<file path="src/rtl/id_exe_pipe_reg.sv">
// ID->EXE pipeline register: captures decoded controls and operands from ID for the EXE stage,
// with hazard freeze, branch flush and bubble insertion for invalid ID slots.
module id_exe_pipe_reg #(
    parameter int REGISTER_LEN = 32
) (
    input  logic                    clk,
    input  logic                    rst,
    input  logic                    freeze,
    input  logic                    flush,
    input  logic                    valid_in,
    input  logic [REGISTER_LEN-1:0] pc_in,
    input  logic [REGISTER_LEN-1:0] val_rn_in,
    input  logic [REGISTER_LEN-1:0] val_rm_in,
    input  logic [11:0]             shift_operand_in,
    input  logic                    immd_in,
    input  logic [23:0]             signed_imm24_in,
    input  logic [3:0]              dest_in,
    input  logic [3:0]              src1_in,
    input  logic [3:0]              src2_in,
    input  logic [3:0]              exe_cmd_in,
    input  logic                    wb_en_in,
    input  logic                    mem_r_en_in,
    input  logic                    mem_w_en_in,
    input  logic                    b_in,
    input  logic                    s_in,
    input  logic [3:0]              status_in,
    output logic                    valid_out,
    output logic [REGISTER_LEN-1:0] pc_out,
    output logic [REGISTER_LEN-1:0] val_rn_out,
    output logic [REGISTER_LEN-1:0] val_rm_out,
    output logic [11:0]             shift_operand_out,
    output logic                    immd_out,
    output logic [23:0]             signed_imm24_out,
    output logic [3:0]              dest_out,
    output logic [3:0]              src1_out,
    output logic [3:0]              src2_out,
    output logic [3:0]              exe_cmd_out,
    output logic                    wb_en_out,
    output logic                    mem_r_en_out,
    output logic                    mem_w_en_out,
    output logic                    b_out,
    output logic                    s_out,
    output logic [3:0]              status_out,
    output logic                    is_mem_command
);

    typedef struct packed {
        logic                    valid;
        logic [REGISTER_LEN-1:0] pc;
        logic [REGISTER_LEN-1:0] val_rn;
        logic [REGISTER_LEN-1:0] val_rm;
        logic [11:0]             shift_operand;
        logic                    immd;
        logic [23:0]             signed_imm24;
        logic [3:0]              dest;
        logic [3:0]              src1;
        logic [3:0]              src2;
        logic [3:0]              exe_cmd;
        logic                    wb_en;
        logic                    mem_r_en;
        logic                    mem_w_en;
        logic                    b;
        logic                    s;
        logic [3:0]              status;
        logic                    is_mem;
    } stage_t;

    stage_t stage_q;
    stage_t load_d;

    // Data fields always follow ID; controls are qualified by valid_in so an empty slot is a bubble.
    always_comb begin
        load_d               = '0;
        load_d.valid         = valid_in;
        load_d.pc            = pc_in;
        load_d.val_rn        = val_rn_in;
        load_d.val_rm        = val_rm_in;
        load_d.shift_operand = shift_operand_in;
        load_d.immd          = immd_in;
        load_d.signed_imm24  = signed_imm24_in;
        load_d.dest          = dest_in;
        load_d.src1          = src1_in;
        load_d.src2          = src2_in;
        load_d.exe_cmd       = exe_cmd_in;
        load_d.status        = status_in;
        load_d.wb_en         = valid_in & wb_en_in;
        load_d.mem_r_en      = valid_in & mem_r_en_in;
        load_d.mem_w_en      = valid_in & mem_w_en_in;
        load_d.b             = valid_in & b_in;
        load_d.s             = valid_in & s_in;
        load_d.is_mem        = valid_in & (mem_r_en_in | mem_w_en_in);
    end

    // Flush beats freeze: a taken branch kills the ID instruction even while stalled.
    always_ff @(posedge clk) begin
        // NOTE: non-blocking so every field updates from pre-edge values, like real flops.
        if (rst) begin
            stage_q <= '0;
        end else if (flush) begin
            stage_q <= '0;
        end else if (!freeze) begin
            stage_q <= load_d;
        end
    end

    assign valid_out         = stage_q.valid;
    assign pc_out            = stage_q.pc;
    assign val_rn_out        = stage_q.val_rn;
    assign val_rm_out        = stage_q.val_rm;
    assign shift_operand_out = stage_q.shift_operand;
    assign immd_out          = stage_q.immd;
    assign signed_imm24_out  = stage_q.signed_imm24;
    assign dest_out          = stage_q.dest;
    assign src1_out          = stage_q.src1;
    assign src2_out          = stage_q.src2;
    assign exe_cmd_out       = stage_q.exe_cmd;
    assign wb_en_out         = stage_q.wb_en;
    assign mem_r_en_out      = stage_q.mem_r_en;
    assign mem_w_en_out      = stage_q.mem_w_en;
    assign b_out             = stage_q.b;
    assign s_out             = stage_q.s;
    assign status_out        = stage_q.status;
    assign is_mem_command    = stage_q.is_mem;

endmodule

</file>
<file path="config.mk">
export PLATFORM = sky130hd
export DESIGN_NAME = id_exe_pipe_reg
export DESIGN_NICKNAME = d
export VERILOG_FILES = /design/src/rtl/id_exe_pipe_reg.sv
export SDC_FILE = /design/constraint.sdc
export NUM_CORES = 1
export LEC_CHECK = 0
export BUFFER_PORTS_ARGS = -buffer_cell sky130_fd_sc_hd__buf_4
export CAP_MARGIN = 20
export CORE_AREA = 2 2 127 129
export CTS_BUF_LIST = sky130_fd_sc_hd__clkbuf_16
export DETAILED_ROUTE_END_ITERATION = 10
export DIE_AREA = 0 0 129 131
export PLACE_DENSITY = 0.82
export SLEW_MARGIN = 5
export SYNTH_ARGS = -nofsm -noshare
export SYNTH_HDL_FRONTEND = slang
export SYNTH_SLANG_ARGS = --single-unit
</file>
<file path="constraint.sdc">
create_clock -name clk -period 1 [get_ports clk]
set_clock_uncertainty 0.1 [all_clocks]
set_input_delay 0.1 -clock clk [delete_from_list [all_inputs] [get_ports clk]]
set_output_delay 0.1 -clock clk [all_outputs]
set_load 0.02 [all_outputs]
</file>
# After elaboration in Yosys (flattened, before gate mapping)
# Cells that the tools add are included.
[totals]
ff_bits = 160
inputBits = 163
out_inout_bits = 160
word_cells = 26
[classes]
bitwise_logic = 7
reduce_logical = 1
[ops]
columns = ["cell", "n"]
rows = [
  ["$and 1x1->1", 6],
  ["$reduce_or 2->1", 1],
  ["$or 1x1->1", 1],
]

# Logic depth before layout (Yosys ltp)
[depth]
word_depth = 2
depth_mapped = 5
mapped_depth_nobuf = 3

# Worst setup path after synthesis
# Ideal clock, no wire load.
[synth_path]
kind = "input to register"
start = "in freeze"
end = "reg stage_q (netlist bit signed_imm24_out[16])"
setup_ns = 0.128
t_arrival_ns = 0.776
required_time_ns = 0.772
path_slack_ns = -0.004
cell_stages = 5
path_buffers = 3
path_cell_list = "buf_2 > buf_6 > buf_6 > mux2i_1 > nor2_1"
[synth_rtl]
columns = ["element", "line_no", "source"]
rows = [
  ["start: declaration", "8", "input logic freeze,"],
  ["end signal: assignment", "102", "stage_q <= load_d;"],
  ["end: declaration", "68", "stage_t stage_q;"],
]

# Worst setup path after layout
[layout_path]
start = "reg stage_q (netlist bit exe_cmd_out[0])"
end = "out exe_cmd_out[0]"
[layout_rtl]
columns = ["element", "line_no", "source"]
rows = [
  ["end: declaration", "37", "output logic [3:0] exe_cmd_out,"],
]
# No word-level cell between the ends.

==> impl_metrics.yaml <==
yosys:
  syn_inst: 519
  ys_ff_latch: 160
  synthArstFlopShare_pct: 0
  yosysMostFrequentCell: "dfxtp_1"
  yosysTopAreaCell: "dfxtp_1"
  yosys.area.top_type_share_pct: 56.1
  netlist_area_mm2: 0.00571
  synth_fp_nets: 682
  yosysSeqAreaShare_pct: 56.1
  synth_cell_types: 12
  synth_warnings: 0
  synth_enable_flop_cells: 0
  ys.flop_type: "dfxtp_1"
  synth_area_per_cell_um2: 11.0
  synth.area.top_cells: "dfxtp_1, mux2i_1, nor2_1"
  ys_top_cells_by_count: "dfxtp_1, nor2_1, mux2i_1"
sta:
  period_minus_slack_ns: 1.14
  maxSlewHeadroom_pct: 83.2
  final.setup.worst_slack_ns: -0.140
  hold_viol_final: 0
  finalMaxSlewViolations: 0
  fmax_mhz: 877
  rsz0062_at_grt: "true"
  holdWs_ns: 0.0140
  setup_viol: 162
  fin_crit_sh_pct: 114
  worst_slew_pin_slew_ns: 0.245
critical_path:
  worstPathArrival_ns: 0.94
  critPathKind: "reg -> out"
  critPathBufInv: 1
  cp_slowest_cell: "dfxtp_2"
  r2r-end: "val_rm_out[9]$_SDFFE_PP0N_"
  crit_chain: "buf_6"
  crit-reg2reg-launch: "val_rm_out[9]$_SDFFE_PP0N_"
  reg2reg_slack_ns: -0.04
  end_kind: "primary output"
  start_kind: "register"
  r2r.worst_path.cells: 4
  required_ns: 0.80
  cpLargestDelayFamily: "flip-flops"
  slowest_delay_ns: 0.38
  crit_fanout: 2
finish:
  fin_util_pct: 74.6
  layout-drive-gt1-share_pct: 54.8
  nNetsFinal: 1208
  fin_cells: 1273
  num_antenna_cells: 0
  area_growth_syn_to_layout_pct: 104
clock_tree:
  htreeDepth: 4
  clockRootBuffer: "clkbuf_16"
  clk_latency_ns: 0.41
  cts.sinks: 160
  cts_buffer_depth: 2
  path_clk_slew_ns: 0.07
  cts_made_buffers: 17
  tritoncts: "yes"
routing:
  vias_per_cell: 4.75
  drt_iter0_markers: 290
  wl_um: 24100
  vias: 6044
  wl_per_cell_um: 19.0
  route.detailed.drc: 0
  firstDrtPassIters: 4
  ant_nets: 0
worst_hold_path:
  holdPathStages: 3
  hold_end: "signed_imm24_out[12]$_SDFFE_PP0N_"
  worstHoldStart: "freeze"
  hold_class: "in -> reg"
place:
  dp_hpwl_um: 11600
  dp_cells: 1041
  io_buffer_count: 322
  gp_congestion: 0.770
grt:
  grt.total_usage_pct: 25.7
  grt_pass1_wl_um: 33100
  grt_overflow: 0
  grt_pass1_vias: 6388
  grt_max_degree: 47
  antenna_found_initial: 0
outcome:
  violations: "negative setup slack"
  status: "complete, but fails checks"
floorplanning:
  initial_core_util_pct: 36.6
  die_h_um: 131
  row_count: 46
  io_pins: 323
  die_area_mm2: 0.0169
  die_w_um: 129
  core_mm2: 0.0156
run:
  cap_violations: 0
pwr:
  peakVddDrop_v: 0.00104
  leakage_uw: 0.00556
  power_density_mw_per_mm2: 1400
[sequential cells by signal, indices dropped and copies added, names as in the netlist]
name,cells
b_out,1
dest_out,4
exe_cmd_out,4
immd_out,1
is_mem_command,1
mem_r_en_out,1
mem_w_en_out,1
pc_out,32
s_out,1
shift_operand_out,12
signed_imm24_out,24
src1_out,4
src2_out,4
status_out,4
val_rm_out,32
val_rn_out,32
valid_out,1
wb_en_out,1
[cells in the final DEF, fill, tap and decap left out]
master / instances
buf_4: 218
dfxtp_2: 160
buf_6: 160
nor2_1: 158
dlygate4sd3_1: 158
mux2i_1: 149
clkbuf_16: 17
buf_12: 6
a22oi_1: 5
mux2i_2: 4
clkinvlp_4: 3
bufinv_16: 3
clkinv_4: 3
a21oi_1: 2
clkinv_1: 2
inv_6: 2
or2_4: 1
nor2_2: 1
and2b_1: 1
o21ai_0: 1
nand2_1: 1
inv_1: 1
clkbuf_8: 1
[layout make-up]
| cell class | instances | area, µm² |
|---|---|---|
| multi-input combinational | 323 | 2220 |
| sequential | 160 | 3400 |
| clock buffer | 17 | 425 |
| fill | 852 | 3960 |
| tap | 216 | 270 |
| timing repair buffer | 543 | 5150 |
| clock inverter | 14 | 168 |
[logic make-up (layout without fill, tap and decap cells)]
family / after synthesis / in the layout / synth area share (%)
AND/OR/NAND/NOR: 162 / 162 / 10.8
multiplexers: 153 / 153 / 26.8
buffers and inverters: 36 / 574 / 5.43
AO/OA/AOI/OAI: 8 / 8 / 0.920
flip-flops: 160 / 160 / 56.1
[per-layer routing]
layer  vias to the layer above  track usage (%)  wire length, µm
met1                      2857             26.2             8560
met4                         0             15.5             1140
li1                       2769                -                -
met2                       339             45.8            12600
met3                        79             8.51             1790
met5                         -                0                0
[metrics by stage]
stage                     power, µW  TNS, ns  instance area (µm²)  worst slack [ns]
after floorplan                7820        0                 5720           0.00452
after global placement         8730   -10.00                 8320           -0.0959
after detailed placement       8760   -11.96                 8320            -0.125
after CTS                     16100   -13.36                11400            -0.112
after global routing          16700   -17.18                11600            -0.167
final                         16300   -11.26                11600            -0.140
[where the power goes]
group	leakage (µW)	internal, µW	switching (µW)
Sequential	0.00138	6620	167
Clock	0.000282	3920	2730
Combinational	0.00390	1640	1170
Total	0.00556	12200	4070
[how the worst max path moves through the flow]
stage,cells after the start,endpoint,start,slack (ns)
floorplan,5,pc_out[0]$_SDFFE_PP0N_,freeze,0.005
global placement,4,signed_imm24_out[11]$_SDFFE_PP0N_,freeze,-0.1
detailed placement,4,val_rn_out[3]$_SDFFE_PP0N_,freeze,-0.12
CTS,1,signed_imm24_out[7],signed_imm24_out[7]$_SDFFE_PP0N_,-0.11
global route,1,exe_cmd_out[0],exe_cmd_out[0]$_SDFFE_PP0N_,-0.17
finish,1,exe_cmd_out[0],exe_cmd_out[0]$_SDFFE_PP0N_,-0.14
[timing repair]
item | 4_1_cts | 5_1_grt
setup endpoints to repair | 160 | 162
setup buffers | 10 | 33
pin swaps | 0 | 0
gates resized for setup | 320 | 5
hold endpoints to repair | 159 | 0
hold buffers | 158 | 0
(Power assumes the default switching activity.)
